## src/rtl/calc_key_ctrl.sv

```systemverilog
// Calculator keypad front-end: builds two decimal operands plus an operator, drives the ALU, shows the result.
// Build option CALC_CHAIN_EN: '+'/'-' pressed after a result continues the calculation from that result.
module calc_key_ctrl #(
    parameter int WIDTH      = 16,
    parameter int MAX_DIGITS = 4,
    parameter int ALU_LAT    = 1
) (
    input  logic             clk,
    input  logic             rst,
    input  logic             key_valid,
    input  logic [3:0]       key_code,
    output logic             key_ready,
    output logic [WIDTH-1:0] num1,
    output logic [WIDTH-1:0] num2,
    output logic             op,
    input  logic [WIDTH-1:0] res,
    input  logic             isValid,
    output logic [WIDTH-1:0] display,
    output logic             busy,
    output logic             done,
    output logic             err
);

    typedef enum logic [1:0] {ENTER_A, ENTER_B, EXEC, SHOW} state_e;

    localparam logic [3:0] KEY_PLUS  = 4'd10;
    localparam logic [3:0] KEY_MINUS = 4'd11;
    localparam logic [3:0] KEY_EQ    = 4'd12;
    localparam logic [3:0] KEY_CLR   = 4'd13;

    localparam int CNT_W = $clog2(MAX_DIGITS + 1);
    localparam int LAT_W = $clog2(ALU_LAT + 1);
    localparam logic [CNT_W-1:0] MAX_CNT    = CNT_W'(MAX_DIGITS);
    localparam logic [LAT_W-1:0] LAT_SAMPLE = LAT_W'(ALU_LAT - 1);
    localparam logic [LAT_W-1:0] LAT_LAST   = LAT_W'(ALU_LAT);

    state_e             state_q, state_d;
    logic [WIDTH-1:0]   num1_q, num1_d;
    logic [WIDTH-1:0]   num2_q, num2_d;
    logic               op_q, op_d;
    logic [WIDTH-1:0]   display_q, display_d;
    logic               err_q, err_d;
    logic               done_q, done_d;
    logic [CNT_W-1:0]   cnt_q, cnt_d;
    logic [LAT_W-1:0]   lat_q, lat_d;
    logic [WIDTH-1:0]   res_cap_q, res_cap_d;
    logic               vld_cap_q, vld_cap_d;

    logic               key_fire;
    logic               is_digit;
    logic               is_opkey;
    logic               is_eq;
    logic               is_clr;
    logic               digit_room;
    logic [WIDTH-1:0]   acc_out;

    // Decimal shift-in at WIDTH+4 bits, truncated back to the operand width.
    function automatic logic [WIDTH-1:0] acc_digit(input logic [WIDTH-1:0] acc,
                                                   input logic [3:0]       digit);
        logic [WIDTH+3:0] wide;
        wide = {4'b0000, acc} * (WIDTH+4)'(10) + {{WIDTH{1'b0}}, digit};
        return wide[WIDTH-1:0];
    endfunction

    always_comb begin
        key_fire   = key_valid && key_ready;
        is_digit   = key_code <= 4'd9;
        is_opkey   = (key_code == KEY_PLUS) || (key_code == KEY_MINUS);
        is_eq      = key_code == KEY_EQ;
        is_clr     = key_code == KEY_CLR;
        digit_room = cnt_q < MAX_CNT;
        acc_out    = acc_digit((state_q == ENTER_B) ? num2_q : num1_q, key_code);
    end

    // NOTE: sequential state uses non-blocking assignments so every flop samples pre-edge values.
    always_ff @(posedge clk) begin
        if (rst) begin
            state_q <= ENTER_A;
        end else begin
            state_q <= state_d;
        end
    end

    always_comb begin
        state_d = state_q;
        case (state_q)
            ENTER_A: if (key_fire && is_opkey) state_d = ENTER_B;
            ENTER_B: if (key_fire && is_eq)    state_d = EXEC;
            EXEC:    if (lat_q == LAT_LAST)    state_d = SHOW;
            SHOW: begin
                if (key_fire && is_digit)   state_d = ENTER_A;
                else if (key_fire && is_eq) state_d = EXEC;
`ifdef CALC_CHAIN_EN
                else if (key_fire && is_opkey) state_d = ENTER_B;
`endif
            end
            default: state_d = ENTER_A;
        endcase
        // key_fire is never set in EXEC, so clear cannot abort a calculation.
        if (key_fire && is_clr) state_d = ENTER_A;
    end

    always_comb begin
        busy      = state_q == EXEC;
        key_ready = state_q != EXEC;
        num1      = num1_q;
        num2      = num2_q;
        op        = op_q;
        display   = display_q;
        err       = err_q;
        done      = done_q;
    end

    // NOTE: every next-state value gets a default first, so no path can infer a latch.
    always_comb begin
        num1_d    = num1_q;
        num2_d    = num2_q;
        op_d      = op_q;
        display_d = display_q;
        err_d     = err_q;
        done_d    = 1'b0;
        cnt_d     = cnt_q;
        lat_d     = '0;
        res_cap_d = res_cap_q;
        vld_cap_d = vld_cap_q;

        if (key_fire) err_d = 1'b0;

        case (state_q)
            ENTER_A: begin
                if (key_fire && is_digit && digit_room) begin
                    num1_d    = acc_out;
                    display_d = acc_out;
                    cnt_d     = cnt_q + 1'b1;
                end else if (key_fire && is_opkey) begin
                    op_d   = key_code == KEY_MINUS;
                    num2_d = '0;
                    cnt_d  = '0;
                end
            end
            ENTER_B: begin
                if (key_fire && is_digit && digit_room) begin
                    num2_d    = acc_out;
                    display_d = acc_out;
                    cnt_d     = cnt_q + 1'b1;
                end else if (key_fire && is_opkey && cnt_q == '0) begin
                    op_d = key_code == KEY_MINUS;
                end
            end
            EXEC: begin
                if (lat_q != LAT_LAST) lat_d = lat_q + 1'b1;
                if (lat_q == LAT_SAMPLE) begin
                    res_cap_d = res;
                    vld_cap_d = isValid;
                end
                if (lat_q == LAT_LAST) begin
                    display_d = vld_cap_q ? res_cap_q : '0;
                    err_d     = !vld_cap_q;
                    done_d    = 1'b1;
                end
            end
            SHOW: begin
                if (key_fire && is_digit) begin
                    num1_d    = {{(WIDTH-4){1'b0}}, key_code};
                    num2_d    = '0;
                    display_d = {{(WIDTH-4){1'b0}}, key_code};
                    cnt_d     = CNT_W'(1);
                end
`ifdef CALC_CHAIN_EN
                else if (key_fire && is_opkey) begin
                    // A failed result must not leak into the next operand.
                    num1_d = err_q ? '0 : display_q;
                    num2_d = '0;
                    op_d   = key_code == KEY_MINUS;
                    cnt_d  = '0;
                end
`endif
            end
            default: ;
        endcase

        if (key_fire && is_clr) begin
            num1_d    = '0;
            num2_d    = '0;
            op_d      = 1'b0;
            display_d = '0;
            err_d     = 1'b0;
            cnt_d     = '0;
        end
    end

    always_ff @(posedge clk) begin
        if (rst) begin
            num1_q    <= '0;
            num2_q    <= '0;
            op_q      <= 1'b0;
            display_q <= '0;
            err_q     <= 1'b0;
            done_q    <= 1'b0;
            cnt_q     <= '0;
            lat_q     <= '0;
            res_cap_q <= '0;
            vld_cap_q <= 1'b0;
        end else begin
            num1_q    <= num1_d;
            num2_q    <= num2_d;
            op_q      <= op_d;
            display_q <= display_d;
            err_q     <= err_d;
            done_q    <= done_d;
            cnt_q     <= cnt_d;
            lat_q     <= lat_d;
            res_cap_q <= res_cap_d;
            vld_cap_q <= vld_cap_d;
        end
    end

endmodule

```

## config.mk

```make
export PLATFORM = sky130hd
export DESIGN_NAME = calc_key_ctrl
export DESIGN_NICKNAME = d
export VERILOG_FILES = /design/src/rtl/calc_key_ctrl.sv
export SDC_FILE = /design/constraint.sdc
export NUM_CORES = 1
export LEC_CHECK = 0
export ABC_AREA = 1
export CAP_MARGIN = 20
export CORE_ASPECT_RATIO = 1.25
export CORE_MARGIN = 10
export CORE_UTILIZATION = 45
export DETAILED_ROUTE_END_ITERATION = 16
export PLACE_DENSITY = 0.7
export SYNTH_ARGS = -nofsm -noshare
export SYNTH_HDL_FRONTEND = slang
export SYNTH_SLANG_ARGS = --single-unit
```

## constraint.sdc

```tcl
create_clock -name clk -period 5.21 [get_ports clk]
set_input_delay 0.521 -clock clk [delete_from_list [all_inputs] [get_ports clk]]
set_output_delay 0.521 -clock clk [all_outputs]
set_load 0.02 [all_outputs]
```

==> Yosys cells after proc, flatten, opt, wreduce, memory -nomap -nowiden <==
Index checks and enable logic that the tools add are counted.
W data, S select, Z words.
{ "word_totals": {"register_bits": 74, "input_bits": 24, "output_inout_bits": 53, "elab_cells": 92} }
{ "classes": {"addsub": 3, "mul": 1, "n_lt_le_gt_ge": 2, "n_eq_ne": 18, "mux": 30, "bitwise": 2, "reduce_logical": 25} }
{ "ops": {"columns": ["cell", "n"], "rows": [
  ["$mux W16", 8],
  ["$pmux W16 S3", 2],
  ["$pmux W16 S2", 1],
  ["$add A16 B4 Y16", 1],
  ["$eq A4 B4 Y1 const B", 4],
  ["$mul A16 B3 Y15 const B", 1],
  ["$mux W3", 4],
  ["$ne A2 B2 Y1 const B", 6],
  ["$reduce_and A5 Y1", 2],
  ["$pmux W3 S3", 1],
  ["$mux W1", 8],
  ["$mux W2", 4],
  ["$ne A2 B1 Y1 const B", 4],
  ["$pmux W2 S4", 1],
  ["$logic_and A1 B1 Y1", 7],
  ["$reduce_and A3 Y1", 2],
  ["$reduce_or A2 Y1", 3],
  ["$eq A2 B2 Y1 const B", 2],
  ["$le A4 B4 Y1 const B", 1],
  ["$reduce_and A2 Y1", 2],
  ["$reduce_and A4 Y1", 1],
  ["$reduce_bool A2 Y1", 2],
  ["$add A3 B1 Y3 const B", 1],
  ["$logic_not A3 Y1", 1],
  ["other kinds (11)", 12]
]} }

==> Depth between registers and ports, before layout <==
{ "logic_depth": {"word_depth": 7, "mapped_depth": 24, "ltp_nobuf": 23} }

==> Worst setup path after synthesis <==
OpenSTA, ideal clock, no wires.
{ "synth_timing": {"path_type": "register -> register", "startpoint": "register state_q[1]", "endpoint": "register num1_q[14] (netlist: num1[14])", "setup_time_ps": 132, "arrival_time_ps": 3038, "t_required_ps": 5078, "path_slack_ps": 2039, "stages_incl_launch_ff": 21, "n_path_buf": 1, "cell_sequence": "dfxtp_1 -> inv_4 -> nand2_4 -> inv_2 -> clkbuf_1 -> nand2_1 -> nand2_1 -> ha_1 -> ha_1 -> inv_1 -> fa_1 -> nor2_1 -> nand3_1 -> nand2_1 -> nand2_1 -> nor2_4 -> nand3_2 -> nor2_2 -> nand4_1 -> nand3_1 -> a21oi_1"} }
{ "synth_between": {"elab_chain_len": 6, "word_cells_on_any_way": 18, "classes_between": "add/sub: 1; mul: 1; eq/ne: 5; mux: 3; reduce/logical: 8"} }
{ "synth_lines": {"columns": ["item", "line", "source"], "rows": [
  ["start: declaration", "37", "state_e state_q, state_d;"],
  ["start signal: assignment", "80", "state_q <= state_d;"],
  ["$eq A2 B1 Y1 / $ne A2 B2 Y1 (equally long branches)", "72, 105", null],
  ["$mux W16 / $logic_and A1 B1 Y1 (equally long branches)", "72, 66", null],
  ["$mul A16 B3 Y15 / $logic_and A1 B1 Y1 (equally long branches)", "61, 131, 163", null],
  ["$add A16 B4 Y16 / $logic_and A1 B1 Y1 (equally long branches)", "61, 131", null],
  ["$mux W16 / $ne A2 B2 Y1 (equally long branches)", null, null],
  ["$pmux W16 S2 / $reduce_and A3 Y1 (equally long branches)", null, null],
  ["end signal: assignment", "205", "num1_q <= num1_d;"],
  ["end: declaration", "38", "logic [WIDTH-1:0] num1_q, num1_d;"]
]} }
Parallel ways exist; a longest one is shown, timed or not. The select of a mux whose other input is x is not followed.
A chain may end at the register's enable or synchronous reset.

==> Final worst setup path <==
{ "layout_timing": {"startpoint": "register state_q[0]", "endpoint": "register num1_q[14] (netlist: num1[14])"} }
The elaborated chain is that of the path after synthesis.

==> summary.md <==
| Metric | Value |
|---|---|
| Cells after Synth | `652` |
| VDD IR max | `209 uV` |
| IO Count | `77` |
| RePlAce Congestion | `between 0.8 and 0.9` |
| Diodes inserted | `0` |
| Leak | `between 2 and 2.5 nW` |
| Syn nets | `between 700 and 800` |
| Final Max Slew Viols | `0` |
| Seq/Total Area, Yosys | `33.5%` |
| Slowest Stage Delay on Critical Path | `roughly 0.58 ns` |
| Post-Synth Adder-Cell Area | `around 9%` |
| Maxcap violations | `0` |
| CTS HTree Levels | `3` |
| Final period utilization | `70.3%` |
| Vias in the first global route | `about 4300` |
| Dpl hpwl | `9760 microns` |
| PwrDens | `264 nW/um^2` |
| Avg Cell Area, Syn | `6.79 sq um` |
| Initial Util | `46.0%` |
| Unique masters post-synth | `41` |
| Post-synth EDFFs | `0` |
| Core Box Area | `9610 sq um` |
| Reg2reg start | `state_q[0]` |
| CTS Buffer Depth | `2` |
| Clk Latency, worst-skew pair | `about 0.33 ns` |
| Post-layout min period | `3.66 ns` |
| DRT Pass-1 Iters | `5` |
| Routed wire length per instance | `14.9 microns` |
| Largest family of logic cells by synthesized area | `simple AND/OR/NAND/NOR gates` |
| CTS Buf Count | `9` |
| Final setup TNS | `0 ns` |
| R2R depth | `16` |
| Final ANT Viol Nets | `0` |
| Least-Margin Pin Slew | `1.08 ns` |
| Post-Synth Simple-Gate Area | `31.8%` |
| Post-synthesis xor/xnor area fraction | `0.990%` |
| Wirelength, routed | `12600 microns` |
| Final setup vio count | `0` |
| Clock sinks | `74` |
| Worst Setup SP | `state_q[0]` |
| Final Power | `0.00145 W` |
| Chip Width | `109 microns` |
| Hold buffers post-CTS | `0` |
| First-pass GRT wire length | `21000 microns` |
| Yosys reg bits | `74` |
| Post-cts gate resize count | `0` |
| Yosys warning count | `0` |
| IO Port Bufs | `76` |
| Vias per cell | `5.22` |
| R2R Setup Slk | `1.55 ns` |
| DRC | `0` |
| Die area | `14200 sq um` |
| Worst path top cell family by delay | `simple AND/OR/NAND/NOR gates` |
| Max Fclk | `~0.27 GHz` |
| CP Buf/Inv Count | `1` |
| CTS Root Cell | `clkbuf_16` |
| Initial antenna violation count | `0` |
| RR Endpoint | `num1[14]` |
| Layout cells sized above 1 | `5.83%` |
| Relative slew margins | `27.8%` |
| Required time of the critical path | `roughly 5.4 ns` |
| Largest net degree at the start of global routing | `33` |
| Asr flop ratio synth | `0%` |
| Total setup buffers inserted after CTS | `0` |
| Synth-to-layout area growth | `23.9%` |
| Post-synthesis mux area share | `0%` |
| Outcome | `finished, final reports clean` |
| CP Launch Type | `flop` |
| Synth Flop Type | `dfxtp_1` |
| Hold Vio Cnt, Final | `0` |
| Post-Synthesis Cell Area | `about 4400 sq um` |
| Hold path depth | `2` |
| Via count | `4419` |
| Worst path slowest cell | `dfxtp_1` |
| Chip height | `131 microns` |
| HP Class | `flop to flop` |
| CP endpoint | `num1[14]` |
| Row count | `40` |
| Kind of end point of the critical path | `flop` |
| Compound-Gate Fraction of Synth Area | `15.8%` |
| Hold Slack | `0.460 ns` |
| Setup CP Type | `flop to flop` |
| Clock-pin transition on the worst setup and hold timing paths | `0.05 ns` |
| Gr ovfl total | `0` |
| RSZ-0062 raised after global routing | `false` |
| Post-Route Skew | `0.00291 ns` |
| CTS tree | `done` |
| Crit-path cells | `nand2_4 > o21ai_0 > ha_1 > ha_1 > inv_1 > fa_1 > nor2_1 > nand3_1 > nand2_1 > nand2_1 > nor2_4 > nand3_2 > nor2_2 > nand4_1 > nand3_1 > a21oi_1` |
| Total Routing Usage GR | `18.2%` |
| Filler cells | `between 900 and 1000` |
| Starting DRT DRC Count | `323` |
| Final nets | `772` |
| Worst Path Arrival | `3.82 ns` |
| CP Max Fanout | `19` |
| Critical path depth | `16` |
kinds of logic after synthesis:
family,count (synthesis)
AND/OR/NAND/NOR,321
AO/OA/AOI/OAI,129
buffers and inverters,93
flip-flops,74
adder cells (fa/ha/maj),30
XOR/XNOR,5
final cells by class:
type | instances | area (sq um) | share of cell area, %
Clock buffer | 13 | 260 | 4.75
Sequential cell | 74 | 1480 | 27.0
Tap cell | 126 | 158 | 2.88
Timing Repair Buffer | 77 | 768 | 14.0
Inverter | 71 | 274 | 5.00
Multi-Input combinational cell | 485 | 2540 | 46.3
synth_stat cells (all sizes together) (4+ instances only):
cell type  number  area (sq um)
a31oi          10          68.8
nand2         225           887
o21ai          28           144
a21oi          79           395
inv            70           270
ha             28           350
buf            10          82.6
dfxtp          74          1480
clkbuf         12          45.0
a211oi          4          30.0
nor2           34           164
nand4           5          46.3
nand3          51           265
through the flow:
stage | cells | worst slack, ns | utilization (%) | instance area (sq um)
floorplan | 652 | 2.04 | - | 4420
global placement | 833 | 1.71 | 54.3 | 5220
detailed placement | 833 | 1.60 | 54.3 | 5220
CTS | 846 | 1.59 | 57.1 | 5480
global route | 846 | 1.23 | 57.1 | 5480
finish | 846 | 1.55 | 57.1 | 5480
worst min path at each step:
stage	startpoint	endpoint	slack, ns
3_5_place_dp	res_cap_q[5]	res_cap_q[5]	0.45
5_1_grt	res_cap_q[2]	res_cap_q[2]	0.48
3_3_place_gp	res_cap_q[5]	res_cap_q[5]	0.44
2_1_floorplan	res_cap_q[5]	res_cap_q[5]	0.43
6_report	res_cap_q[2]	res_cap_q[2]	0.46
4_1_cts	res_cap_q[2]	res_cap_q[2]	0.46
cell usage in the layout (no fill, tap or decap), drive strengths merged, types with 3 or more instances in the layout:
| cell | netlist | routed |
|---|---|---|
| a211oi | 4 | 4 |
| a21oi | 79 | 79 |
| a22oi | 3 | 3 |
| a31oi | 10 | 10 |
| clkbuf | 12 | 13 |
| clkdlybuf4s50 | 0 | 76 |
| dfxtp | 74 | 74 |
| ha | 28 | 28 |
| inv | 70 | 70 |
| nand2 | 225 | 225 |
| nand3 | 51 | 51 |
| nand4 | 5 | 5 |
| nor2 | 34 | 34 |
| nor3 | 3 | 3 |
| o21ai | 28 | 28 |
| xor2 | 3 | 3 |
power breakdown:
| part | internal, W | total, W | switching, W |
|---|---|---|---|
| Combinational | 0.000109 | 0.000290 | 0.000181 |
| Clock | 0.000340 | 0.000554 | 0.000214 |
| Sequential | 0.000587 | 0.000603 | 0.0000154 |
registers in the layout (all words and copies together) (netlist names):
| name | cells |
|---|---|
| err | 1 |
| op | 1 |
| num1 | 16 |
| done | 1 |
| vld_cap_q | 1 |
| lat_q | 1 |
| state_q | 2 |
| res_cap_q | 16 |
| display | 16 |
| num2 | 16 |
| cnt_q | 3 |
worst register-to-register path, stage by stage (launching register included):
cell and delay, ns:
dfxtp_1 0.58, nand2_4 0.23, o21ai_0 0.39, ha_1 0.32, ha_1 0.24, inv_1 0.08
fa_1 0.45, nor2_1 0.16, nand3_1 0.10, nand2_1 0.10, nand2_1 0.10, nor2_4 0.16
nand3_2 0.10, nor2_2 0.14, nand4_1 0.16, nand3_1 0.12, a21oi_1 0.07
metal layers:
metal  track usage, %  vias up  part of all wire [%]  wire, microns
li1                 -     2264                     -              -
met2             30.5      119                    48           6050
met3             4.07       14                   5.4            685
met5                0        -                     0              0
met1             22.4     2022                    45           5710
met4             5.98        0                   1.3            170
(Power assumes the default switching activity.)
